### config.mk
export PLATFORM = sky130hd
export DESIGN_NAME = accel_spi_sequencer
export DESIGN_NICKNAME = d
export VERILOG_FILES = /design/src/rtl/accel_spi_sequencer.sv
export SDC_FILE = /design/constraint.sdc
export NUM_CORES = 1
export LEC_CHECK = 0
export CORE_UTILIZATION = 40
export DETAILED_ROUTE_END_ITERATION = 7
export SLEW_MARGIN = 20
export SYNTH_ARGS = -nofsm -noshare
export SYNTH_HDL_FRONTEND = slang
export SYNTH_SLANG_ARGS = --single-unit
### constraint.sdc
create_clock -name clk -period 3.7 [get_ports clk]
set_input_delay 0.37 -clock clk [delete_from_list [all_inputs] [get_ports clk]]
set_output_delay 0.37 -clock clk [all_outputs]
set_load 0.01 [all_outputs]
### src/rtl/accel_spi_sequencer.sv
// ADXL345-class SPI register sequencer: writes three config words after reset, then
// reads NUM_AXES two-byte axis registers per frame and publishes them atomically.
module accel_spi_sequencer #(
    parameter int          NUM_AXES      = 3,
    parameter int          DATA_W        = 10,
    parameter logic [7:0]  AXIS_BASE     = 8'h32,
    parameter logic [15:0] CFG0          = 16'h2D08,
    parameter logic [15:0] CFG1          = 16'h2C08,
    parameter logic [15:0] CFG2          = 16'h3100,
    parameter int          GAP_CYCLES    = 4096,
    parameter int          SAMPLE_PERIOD = 2097152
) (
    input  logic                       clk,
    input  logic                       rst,
    input  logic                       start,
    input  logic                       mode_cont,
    input  logic [7:0]                 rxdata,
    input  logic                       done,
    output logic                       transmit,
    output logic [15:0]                txdata,
    output logic [NUM_AXES*DATA_W-1:0] axis_data,
    output logic                       sample_valid,
    output logic                       cfg_done,
    output logic                       busy,
    output logic                       overrun
);

    localparam int AXW   = NUM_AXES * DATA_W;
    localparam int GAP_W = $clog2(GAP_CYCLES + 1);
    localparam int PER_W = $clog2(SAMPLE_PERIOD + 1);
    localparam logic [GAP_W-1:0] GAP_LAST = GAP_W'(GAP_CYCLES - 1);
    localparam logic [PER_W-1:0] PER_LAST = PER_W'(SAMPLE_PERIOD - 1);
    localparam logic [PER_W-1:0] PER_MAX  = '1;
    localparam logic [2:0]       CFG_LAST = 3'd2;
    localparam logic [2:0]       RD_LAST  = 3'(2 * NUM_AXES - 1);

    typedef enum logic [2:0] {
        CFG_SEND, CFG_WAIT, GAP, IDLE, RD_SEND, RD_WAIT, PUBLISH, HOLD
    } state_t;

    state_t           state_q, state_d;
    logic [2:0]       idx_q, idx_d;
    logic [GAP_W-1:0] gap_q, gap_d;
    logic [PER_W-1:0] per_q, per_d;
    logic             cfg_done_q, cfg_done_d;
    logic             in_rd_q, in_rd_d;
    logic             mode_q, mode_d;
    logic             transmit_q, transmit_d;
    logic [15:0]      txdata_q, txdata_d;
    logic             sample_valid_q, sample_valid_d;
    logic             overrun_q, overrun_d;
    logic [AXW-1:0]   axis_q, shadow_q;
    logic             start_meta_q, start_sync_q, start_prev_q;
    logic             start_rise, late;

    function automatic logic [15:0] cfg_word(input logic [2:0] i);
        case (i)
            3'd0:    return CFG0;
            3'd1:    return CFG1;
            default: return CFG2;
        endcase
    endfunction

    // Read command: bit 7 = read, bit 6 = 0 (single byte), 6-bit register address.
    function automatic logic [15:0] rd_cmd(input logic [2:0] k);
        logic [5:0] addr;
        addr = AXIS_BASE[5:0] + {3'd0, k};
        return {2'b10, addr, 8'h00};
    endfunction

    assign start_rise = start_sync_q & ~start_prev_q;
    assign late       = (per_q >= PER_LAST);

    always_ff @(posedge clk) begin
        if (rst) begin
            state_q        <= CFG_SEND;
            idx_q          <= '0;
            gap_q          <= '0;
            per_q          <= '0;
            cfg_done_q     <= 1'b0;
            in_rd_q        <= 1'b0;
            mode_q         <= 1'b0;
            transmit_q     <= 1'b0;
            txdata_q       <= 16'h0000;
            sample_valid_q <= 1'b0;
            overrun_q      <= 1'b0;
            axis_q         <= '0;
            start_meta_q   <= 1'b0;
            start_sync_q   <= 1'b0;
            start_prev_q   <= 1'b0;
        end else begin
            state_q        <= state_d;
            idx_q          <= idx_d;
            gap_q          <= gap_d;
            per_q          <= per_d;
            cfg_done_q     <= cfg_done_d;
            in_rd_q        <= in_rd_d;
            mode_q         <= mode_d;
            transmit_q     <= transmit_d;
            txdata_q       <= txdata_d;
            sample_valid_q <= sample_valid_d;
            overrun_q      <= overrun_d;
            start_meta_q   <= start;
            start_sync_q   <= start_meta_q;
            start_prev_q   <= start_sync_q;
            if (state_q == PUBLISH) axis_q <= shadow_q;
        end
    end

    always_ff @(posedge clk) begin
        if (state_q == RD_WAIT && done) begin
            for (int a = 0; a < NUM_AXES; a++) begin
                if (idx_q[2:1] == 2'(a)) begin
                    if (!idx_q[0]) shadow_q[a*DATA_W +: 8] <= rxdata;
                    else           shadow_q[a*DATA_W+8 +: DATA_W-8] <= rxdata[DATA_W-9:0];
                end
            end
        end
    end

    // SEND states advance once transmit_q is up; right after reset the first
    // CFG_SEND cycle only arms transmit, so the request always lasts one cycle.
    always_comb begin
        state_d    = state_q;
        idx_d      = idx_q;
        gap_d      = gap_q;
        per_d      = (per_q == PER_MAX) ? per_q : per_q + 1'b1;
        cfg_done_d = cfg_done_q;
        in_rd_d    = in_rd_q;
        mode_d     = mode_q;
        case (state_q)
            CFG_SEND: if (transmit_q) state_d = CFG_WAIT;
            CFG_WAIT: if (done) begin
                state_d = GAP;
                gap_d   = '0;
                if (idx_q == CFG_LAST) cfg_done_d = 1'b1;
            end
            GAP: begin
                if (gap_q == GAP_LAST) begin
                    gap_d = '0;
                    if (!in_rd_q) begin
                        if (cfg_done_q) state_d = IDLE;
                        else begin
                            state_d = CFG_SEND;
                            idx_d   = idx_q + 1'b1;
                        end
                    end else if (idx_q == RD_LAST) begin
                        state_d = PUBLISH;
                    end else begin
                        state_d = RD_SEND;
                        idx_d   = idx_q + 1'b1;
                    end
                end else begin
                    gap_d = gap_q + 1'b1;
                end
            end
            IDLE: begin
                mode_d = mode_cont;
                if (mode_cont ? start_sync_q : start_rise) begin
                    state_d = RD_SEND;
                    idx_d   = '0;
                    in_rd_d = 1'b1;
                    per_d   = '0;
                end
            end
            RD_SEND: if (transmit_q) state_d = RD_WAIT;
            RD_WAIT: if (done) begin
                state_d = GAP;
                gap_d   = '0;
            end
            PUBLISH: begin
                if (!mode_q) begin
                    state_d = IDLE;
                    in_rd_d = 1'b0;
                end else if (late && start_sync_q) begin
                    state_d = RD_SEND;
                    idx_d   = '0;
                    per_d   = '0;
                end else begin
                    state_d = HOLD;
                end
            end
            HOLD: begin
                if (!start_sync_q) begin
                    state_d = IDLE;
                    in_rd_d = 1'b0;
                end else if (late) begin
                    state_d = RD_SEND;
                    idx_d   = '0;
                    per_d   = '0;
                end
            end
            default: state_d = CFG_SEND;
        endcase
    end

    always_comb begin
        transmit_d = (state_d == CFG_SEND) || (state_d == RD_SEND);
        txdata_d   = txdata_q;
        if (state_d == CFG_SEND)     txdata_d = cfg_word(idx_d);
        else if (state_d == RD_SEND) txdata_d = rd_cmd(idx_d);
        sample_valid_d = (state_q == PUBLISH);
        overrun_d      = (state_q == PUBLISH) && mode_q && late;
        busy           = (state_q != IDLE);
    end

    assign transmit     = transmit_q;
    assign txdata       = txdata_q;
    assign axis_data    = axis_q;
    assign sample_valid = sample_valid_q;
    assign cfg_done     = cfg_done_q;
    assign overrun      = overrun_q;

endmodule

### After elaboration in Yosys (flattened, before gate mapping)

Index checks and enable logic that the tools add are counted.

| cells by class | value |
|---|---|
| add/sub/neg operators | 4 |
| order comparisons | 1 |
| equal/unequal tests | 20 |
| mux-type cells | 41 |
| bitwise operators | 3 |
| reduce and logical (&&, ||, !) cells | 22 |

Operators by type and width:

| cell | number |
|---|---|
| 22-bit 2-to-1 mux | 6 |
| 22-bit one-hot mux with 3 select lines | 1 |
| 3-bit 2-to-1 mux | 18 |
| 13-bit one-hot mux with 2 select lines | 2 |
| 16-bit 2-to-1 mux | 2 |
| 13-bit 2-to-1 mux | 2 |
| 22-bit by 1-bit adder with 22-bit output, second input constant | 1 |
| 22-bit == test, second input constant | 1 |
| 22-bit by 21-bit >= comparator with 1-bit output, second input constant | 1 |
| 3-bit one-hot mux with 7 select lines | 1 |
| 3-bit AND reduction | 7 |
| 3-bit == test, second input constant | 6 |
| 13-bit by 1-bit adder with 13-bit output, second input constant | 1 |
| 13-bit by 12-bit == test with 1-bit output, second input constant | 1 |
| 3-bit one-hot mux with 4 select lines | 1 |
| 3-bit by 2-bit == test with 1-bit output, second input constant | 3 |
| 3-bit logical NOT | 3 |
| 5-bit by 4-bit adder with 6-bit output, first input constant | 1 |
| 3-bit by 1-bit == test with 1-bit output, second input constant | 2 |
| 2-bit 2-to-1 mux | 3 |
| 2-bit != test, second input constant | 3 |
| 1-bit logical AND | 4 |
| 1-bit 2-to-1 mux | 4 |
| 4-bit AND reduction | 1 |
| other kinds (14) | 16 |

| storage, ports and cells | value |
|---|---|
| flip-flop bits (word level) | 126 |
| input bits | 13 |
| output and inout port bits | 51 |
| logic and storage cells | 112 |

### Logic depth before layout (Yosys ltp)

| logic depth | value |
|---|---|
| word-level depth | 8 |
| gate-level depth with buffers | 9 |
| depth with buffers taken out | 9 |

### Least setup slack after synthesis

Ideal clock, no wire load.

| timing | value |
|---|---|
| path type | reg-to-reg |
| start | register gap_q[0] |
| end | register txdata_q[10] (netlist: txdata[10]) |
| library setup time | 0.087 ns |
| arrival | 2.408 ns |
| data required time | 3.613 ns |
| setup slack | 1.205 ns |
| stages on the path, launching flop included | 9 |
| path buffers | 0 |
| clock period less this slack | 2.495 ns |
| cell sequence | dfxtp_1 > ha_1 > nand3_2 > or4_4 > o41a_1 > o31a_1 > nor2_1 > or4b_4 > o31ai_1 |

| between the ends | value |
|---|---|
| word-level cells in the longest chain between the ends | 6 |
| elaborated cells on any way between the ends | 14 |
| those cells by class | 1 x add/sub; 3 x eq/ne; 7 x mux; 3 x reduce/logical |

Ends and longest elaborated chain:

| what | RTL line | text |
|---|---|---|
| start, declared | 43 | `logic [GAP_W-1:0] gap_q, gap_d;` |
| start signal, assigned | 94 | `gap_q <= gap_d;` |
| 13-bit by 12-bit == test with 1-bit output * | 139 | `if (gap_q == GAP_LAST) begin` |
| 3-bit 2-to-1 mux * | 139 |  |
| 3-bit one-hot mux with 4 select lines * | 131 | `case (state_q)` |
| net idx_d[2] | 42 | `logic [2:0] idx_q, idx_d;` |
| 5-bit by 4-bit adder with 6-bit output, or another cell as far along | 67 | `addr = AXIS_BASE[5:0] + {3'd0, k};` |
| 16-bit 2-to-1 mux / 13-bit one-hot mux with 2 select lines (equally long branches) | 201, 57 |  |
| 16-bit 2-to-1 mux * | 200 | `if (state_d == CFG_SEND) txdata_d = cfg_word(idx_d);` |
| end signal, assigned | 100 | `txdata_q <= txdata_d;` |
| end, declared | 49 | `logic [15:0] txdata_q, txdata_d;` |

The timed path passes the listed nets; every way through them passes the cells marked *. The select of a mux whose other input is x is not followed.
A chain may end at the register's enable or synchronous reset.

### Worst setup path in the final report

| timing | value |
|---|---|
| start | register gap_q[0] |
| end | register txdata_q[8] (netlist: txdata[8]) |

| between the ends | value |
|---|---|
| word-level cells in the longest chain between the ends | 6 |
| elaborated cells on any way between the ends | 14 |
| those cells by class | 1 x add/sub; 3 x eq/ne; 7 x mux; 3 x reduce/logical |

Ends and longest elaborated chain:

| what | RTL line |
|---|---|
| 13-bit by 12-bit == test with 1-bit output * | 139 |
| 3-bit 2-to-1 mux | 139 |
| 3-bit one-hot mux with 4 select lines | 131 |
| 5-bit by 4-bit adder with 6-bit output, or another cell as far along | 67 |
| 16-bit 2-to-1 mux / 13-bit one-hot mux with 2 select lines (equally long branches) | 201, 57 |
| 16-bit 2-to-1 mux | 200 |

Every way passes the cells marked *; elsewhere a longest branch is shown, timed or not. The select of a mux whose other input is x is not followed.

==> results.toml <==
[floorplan]
io_pins = 64
die_y_um = 111
die_w_um = 111
die_area_um2 = 12200
core.rowCount = 39
start_util_pct = 41.1
core_area_um2 = 11500

[routing]
vias = 3488
post-route-drc-count = 0
dr.pass1.iters = 4
wirelength_um = 9680
ant_nets = 0
drt-initial-drc-count = 208
viasPerCell = 4.94
wl_per_cell_um = 13.7

[sta]
fmax_mhz = 321
timing.final.crit_share_pct = 84.3
drv_slew = 0
fin_skew_ps = 9.41
fin_tns_setup_ps = 0
whs_ps = 425
finalHoldViolations = 0
relSlewSlack_pct = 33.3
setup_viol = 0
fin_crit_ps = 3120
worst_pin_slew_ps = 997
rsz0062_at_grt = "false"

[status]
status = "completed"

[synthesis]
synthTopCellsByArea = "dfxtp_1 37%, edfxtp_1 19%, nand2_1 6.2%"
synth_ff_type = "dfxtp_1"
ys_seq_elements = 118
yosys_warnings = 0
yosysUniqueCellTypes = 46
synth_edf_count = 30
postSynth.asyncResetShare_pct = 0
synth_top_area_share_pct = 37.4
yosys.area.top_type = "dfxtp_1"
syn_inst = 493
syn_area_per_cell_um2 = 9.56
syn-cell-area_um2 = 4710
ys_seq_area_share_pct = 56.5

[global_routing]
grt_pass1_vias = 3315
grt_pass1_wl_um = 16300
antenna_found_initial = 0
grt_usage_pct = 17.0
overflow = 0
grt_start_max_net_pins = 36

[setup_path]
reg2reg_depth = 8
crit_cells = 8
crit_slowest_cell = "o211ai_1"
crit_path_max_fanout = 15
crit_path_start_kind = "register"
worstSetupPathType = "reg2reg"
startpoint = "gap_q[0]"
crit_family = "compound AO/OA/AOI/OAI gates"
crit_chain = "ha_1 > nand3_2 > or4_4 > nor3_1 > a21oi_1 > o211ai_1 > nor4_1 > a2111oi_0"
rr_startpoint = "gap_q[0]"
slowest_delay_ps = 810
cp_data_arrival_time_ps = 3410
required_ps = 3990
crit_buf_inv = 0
crit_path_end_kind = "register"

[clocking]
numCtsBuffers = 17
clockBufferDepth = 2
cts_tree = "done"
cts_setup_buffers = 0
root_buffer = "clkbuf_16"
cts_hold_buf = 0
cts_max_level = 4
cts_resized = 0
clock_sinks = 118
clkLatencyLatePin_ps = 410
clk_pin_slew_worst_paths_ps = 50

[power_and_ir_drop]
p_per_area_nw_per_um2 = 556
peakVddDrop_uv = 318
finalPower_uw = 3280
p_leak_uw = 0.00208

[cells_and_area]
most-common-layout-cells = "88 x dfxtp_1, 78 x nand2_1, 56 x nor2_1, 54 x clkdlybuf4s50_1, 46 x a21oi_1"
final_common_cell = "dfxtp_1"
antenna_cells = 0
fin_nets = 569
area_growth_pct = 25.0
drive_above_1_share_pct = 7.46
fin_cells = 706

[hold_path]
hp-class = "in2reg"
min_path_cells = 2
hp-start = "rst"

[placed_design]
gp_congestion = 0.783
dp_cells = 674
port_buffers = 55
dpl.hpwl_um = 6720

[flow_run]
max_cap_viol_count = 0
-- state kept, by name, indices dropped and copies added (netlist names), 3 cells and up --
name	cells
axis_data	30
txdata	8
shadow_q	30
state_q	3
gap_q	13
per_q	22
idx_q	3
-- final timing paths --
check / to / slack, ps
max: txdata[8] / 580
min: mode_q / 430
max reg2reg: txdata[8] / 580
min reg2reg: start_sync_q / 440
-- power by group --
| group | switching (uW) | internal, uW |
|---|---|---|
| registers | 58.0 | 1380 |
| logic | 206 | 176 |
| clock network | 553 | 906 |
-- layer usage --
metal,GRT usage [%],wire (um),vias up,part of all wire (%)
li1,-,-,1795,-
met1,22.5,4790,1594,50
met2,26.1,4300,86,44
met3,5.10,433,13,4.5
met4,6.93,150,0,1.6
met5,0,0,-,0
-- stage by stage --
stage	worst slack, ps	utilization [%]	cell area, um2
final	580	51.4	5890
after global routing	312	51.4	5890
after CTS	604	51.4	5890
after detailed placement	649	46.7	5360
after global placement	763	46.7	5360
after floorplan	1210	-	4740
-- cell families after synthesis --
| logic type | share of synthesized area [%] |
|---|---|
| AO/OA/AOI/OAI | 8.98 |
| XOR/XNOR | 5.02 |
| adder cells (fa/ha/maj) | 1.59 |
| buffers and inverters | 3.69 |
| flip-flops | 56.5 |
| multiplexers | 1.30 |
| other | 0.0796 |
| AND/OR/NAND/NOR | 22.8 |
-- worst register-to-register path, delay by kind of cell, from the launching register on --
family / cells / cell delay [ps]
flops: 1 / 370
simple gates: 4 / 1090
fa+ha+maj: 1 / 200
compound gates: 3 / 1350
-- cell usage after synthesis (all sizes together), types with 2 or more instances --
master and number:
nand3 15, inv 10, nor4 4, o21a 2, nor3 12, a31oi 3
xor2 15, clkbuf 19, o21ai 9, nor2 57, o31a 2, dfxtp 88
nand4 5, nand2b 3, and2 3, mux2i 5, nand3b 4, edfxtp 30
o31ai 2, a211oi 3, nor3b 4, nor2b 12, ha 6, and3 12
buf 9, or3 4, xnor2 12, a21oi 46, nand2 78, a31o 2
and4 4
-- final cells by class --
type / count / area, um2
inverters: 10 / 37.5
clock buffers: 24 / 483
multi-input cells: 344 / 1900
clock inverters: 8 / 50.0
well taps: 143 / 179
fillers: 1060 / 5580
flip-flops and latches: 118 / 2660
repair buffers: 59 / 576
No activity file was read; power rests on OpenSTA's default activity.
==> patch: new RTL, same flow settings <==
The 8 states of `state_t` get a one-hot encoding in 8 bits.
--- a/src/rtl/accel_spi_sequencer.sv
+++ b/src/rtl/accel_spi_sequencer.sv
@@ -34,8 +34,8 @@
     localparam logic [2:0]       CFG_LAST = 3'd2;
     localparam logic [2:0]       RD_LAST  = 3'(2 * NUM_AXES - 1);
 
-    typedef enum logic [2:0] {
-        CFG_SEND, CFG_WAIT, GAP, IDLE, RD_SEND, RD_WAIT, PUBLISH, HOLD
+    typedef enum logic [7:0] {
+        CFG_SEND = 8'b00000001, CFG_WAIT = 8'b00000010, GAP = 8'b00000100, IDLE = 8'b00001000, RD_SEND = 8'b00010000, RD_WAIT = 8'b00100000, PUBLISH = 8'b01000000, HOLD = 8'b10000000
     } state_t;
 
     state_t           state_q, state_d;
Function: no difference found for any inputs over 10 cycles, from zero or initial values and one cycle with rst high; not proved beyond that.
==> patch against the unedited design <==
  * Sequential cell count grew 5
  * Total power increased by 8.9%
  * Worst setup slack improved by 280 ps
  * Design area grew 9.2%
  * Critical endpoint is now txdata[10]
  * Wire length up 19%
  * Critical path depth increased by 1
  * Area after synthesis increased by 8.6%
  * Worst hold slack worse by 130 ps
==> patch: results (changes against the unedited design) <==
.. list-table::
   :header-rows: 1

   * - Metric
     - Value
   * - Run status
     - completed (unchanged)
   * - Maximum VDD drop
     - 321 µV (was 318 µV)
   * - HPWL reported at the end of detailed placement
     - 7.93 mm (was 6.72 mm)
   * - Metal1 wirelength
     - 5.34 mm (was 4.79 mm)
   * - Met2 capacity usage during global routing
     - 0.285 (was 0.261)
   * - Number of global-route vias before repair
     - 3828 (was 3315)
   * - Number of detailed-route iterations in the first pass
     - 5 (was 4)
   * - Clock group share of total power
     - 0.489 (was 0.445)
   * - Final weighted congestion in routability-driven placement
     - 0.851 (was 0.783)
   * - Tightest Pin Transition
     - 936 ps (was 997 ps)
   * - Met2 wire length
     - 5.41 mm (was 4.30 mm)
   * - Gate Count Post-Synth
     - 547 (was 493)
   * - Number of filler instances in the final layout
     - 1167 (was 1060)
   * - # placed instances
     - 755 (was 674)
   * - Share of layout cells above drive strength 1
     - 0.0889 (was 0.0746)
   * - Share of the yosys chip area belonging to registers
     - 0.540 (was 0.565)
   * - Vias post-DR
     - 4087 (was 3488)
   * - Grt met3 use
     - 0.0517 (was 0.0510)
   * - Highest fanout seen on the critical path
     - 6 (was 15)
   * - Post-synthesis cell type count
     - 60 (was 46)
   * - Critical-path cell with the highest stage delay
     - sky130_fd_sc_hd__nor3_1 (was sky130_fd_sc_hd__o211ai_1)
   * - Number of DRC violations after detailed-routing iteration 0
     - 186 (was 208)
   * - Static leakage
     - 0.00226 µW (was 0.00208 µW)
   * - Top cells by area, synth
     - sky130_fd_sc_hd__dfxtp_1 36%, sky130_fd_sc_hd__edfxtp_1 18%, sky130_fd_sc_hd__nand2_1 6.1%, sky130_fd_sc_hd__a21oi_1 5.7%, sky130_fd_sc_hd__nor2_1 4.0% (was sky130_fd_sc_hd__dfxtp_1 37%, sky130_fd_sc_hd__edfxtp_1 19%, sky130_fd_sc_hd__nand2_1 6.2%, sky130_fd_sc_hd__a21oi_1 4.9%, sky130_fd_sc_hd__nor2_1 4.5%)
   * - Global-route wire length before repair
     - 18.8 mm (was 16.3 mm)
==> patch: changes by cell type in the layout (fill, tap and decap cells not counted), moves of 6 or more <==
cell / change
sky130_fd_sc_hd__a21oi_1: +12
sky130_fd_sc_hd__xor2_1: -9
sky130_fd_sc_hd__o21ai_0: +8
sky130_fd_sc_hd__inv_1: +6
==> patch: path summary, 6_finish.rpt <==
path	from	endpoint	slack [ps]	cells after the start
hold reg to reg	start_meta_q	start_sync_q	430	1
setup / recovery	per_q[3]	txdata[10]	860	9
hold / removal	rst	gap_q[0]	300	2
setup reg to reg	per_q[3]	txdata[10]	860	9
==> patch: logic make-up after synthesis <==
group                      synth area share
buffers and inverters                0.0433
muxes                               0.00587
xor gates and xnor gates             0.0257
and+or+nand+nor                       0.236
other                              0.000733
AOI/OAI and AO/OA                     0.134
DFF                                   0.540
adders and majority gates            0.0147
==> patch: stage by stage <==
step / total power, µW / setup WS [ps] / hold slack [ps] / cell area, µm²
floorplan: 1720 / 1120 / 407 / 5140
global placement: 1840 / 983 / 417 / 5800
detailed placement: 1850 / 880 / 425 / 5800
CTS: 3600 / 873 / 289 / 6430
global route: 3700 / 627 / 318 / 6430
finish: 3570 / 857 / 297 / 6430
==> patch: worst reg2reg max path, delay by kind of cell, from the launching register on <==
kind                     cells  cell delay (ps)
adder cells (fa/ha/maj)      1              290
AO/OA/AOI/OAI                4              880
flip-flops                   1              410
buffers and inverters        1               90
AND/OR/NAND/NOR              3             1060
==> patch: cell type report <==
type,instances,area (µm²),share of cell area
inverters,16,60.1,0.00934
multi-input cells,384,2160,0.335
clock buffers,21,460,0.0716
repair buffers,64,613,0.0953
flip-flops and latches,123,2760,0.430
well taps,168,210,0.0327
clock inverters,11,166,0.0259
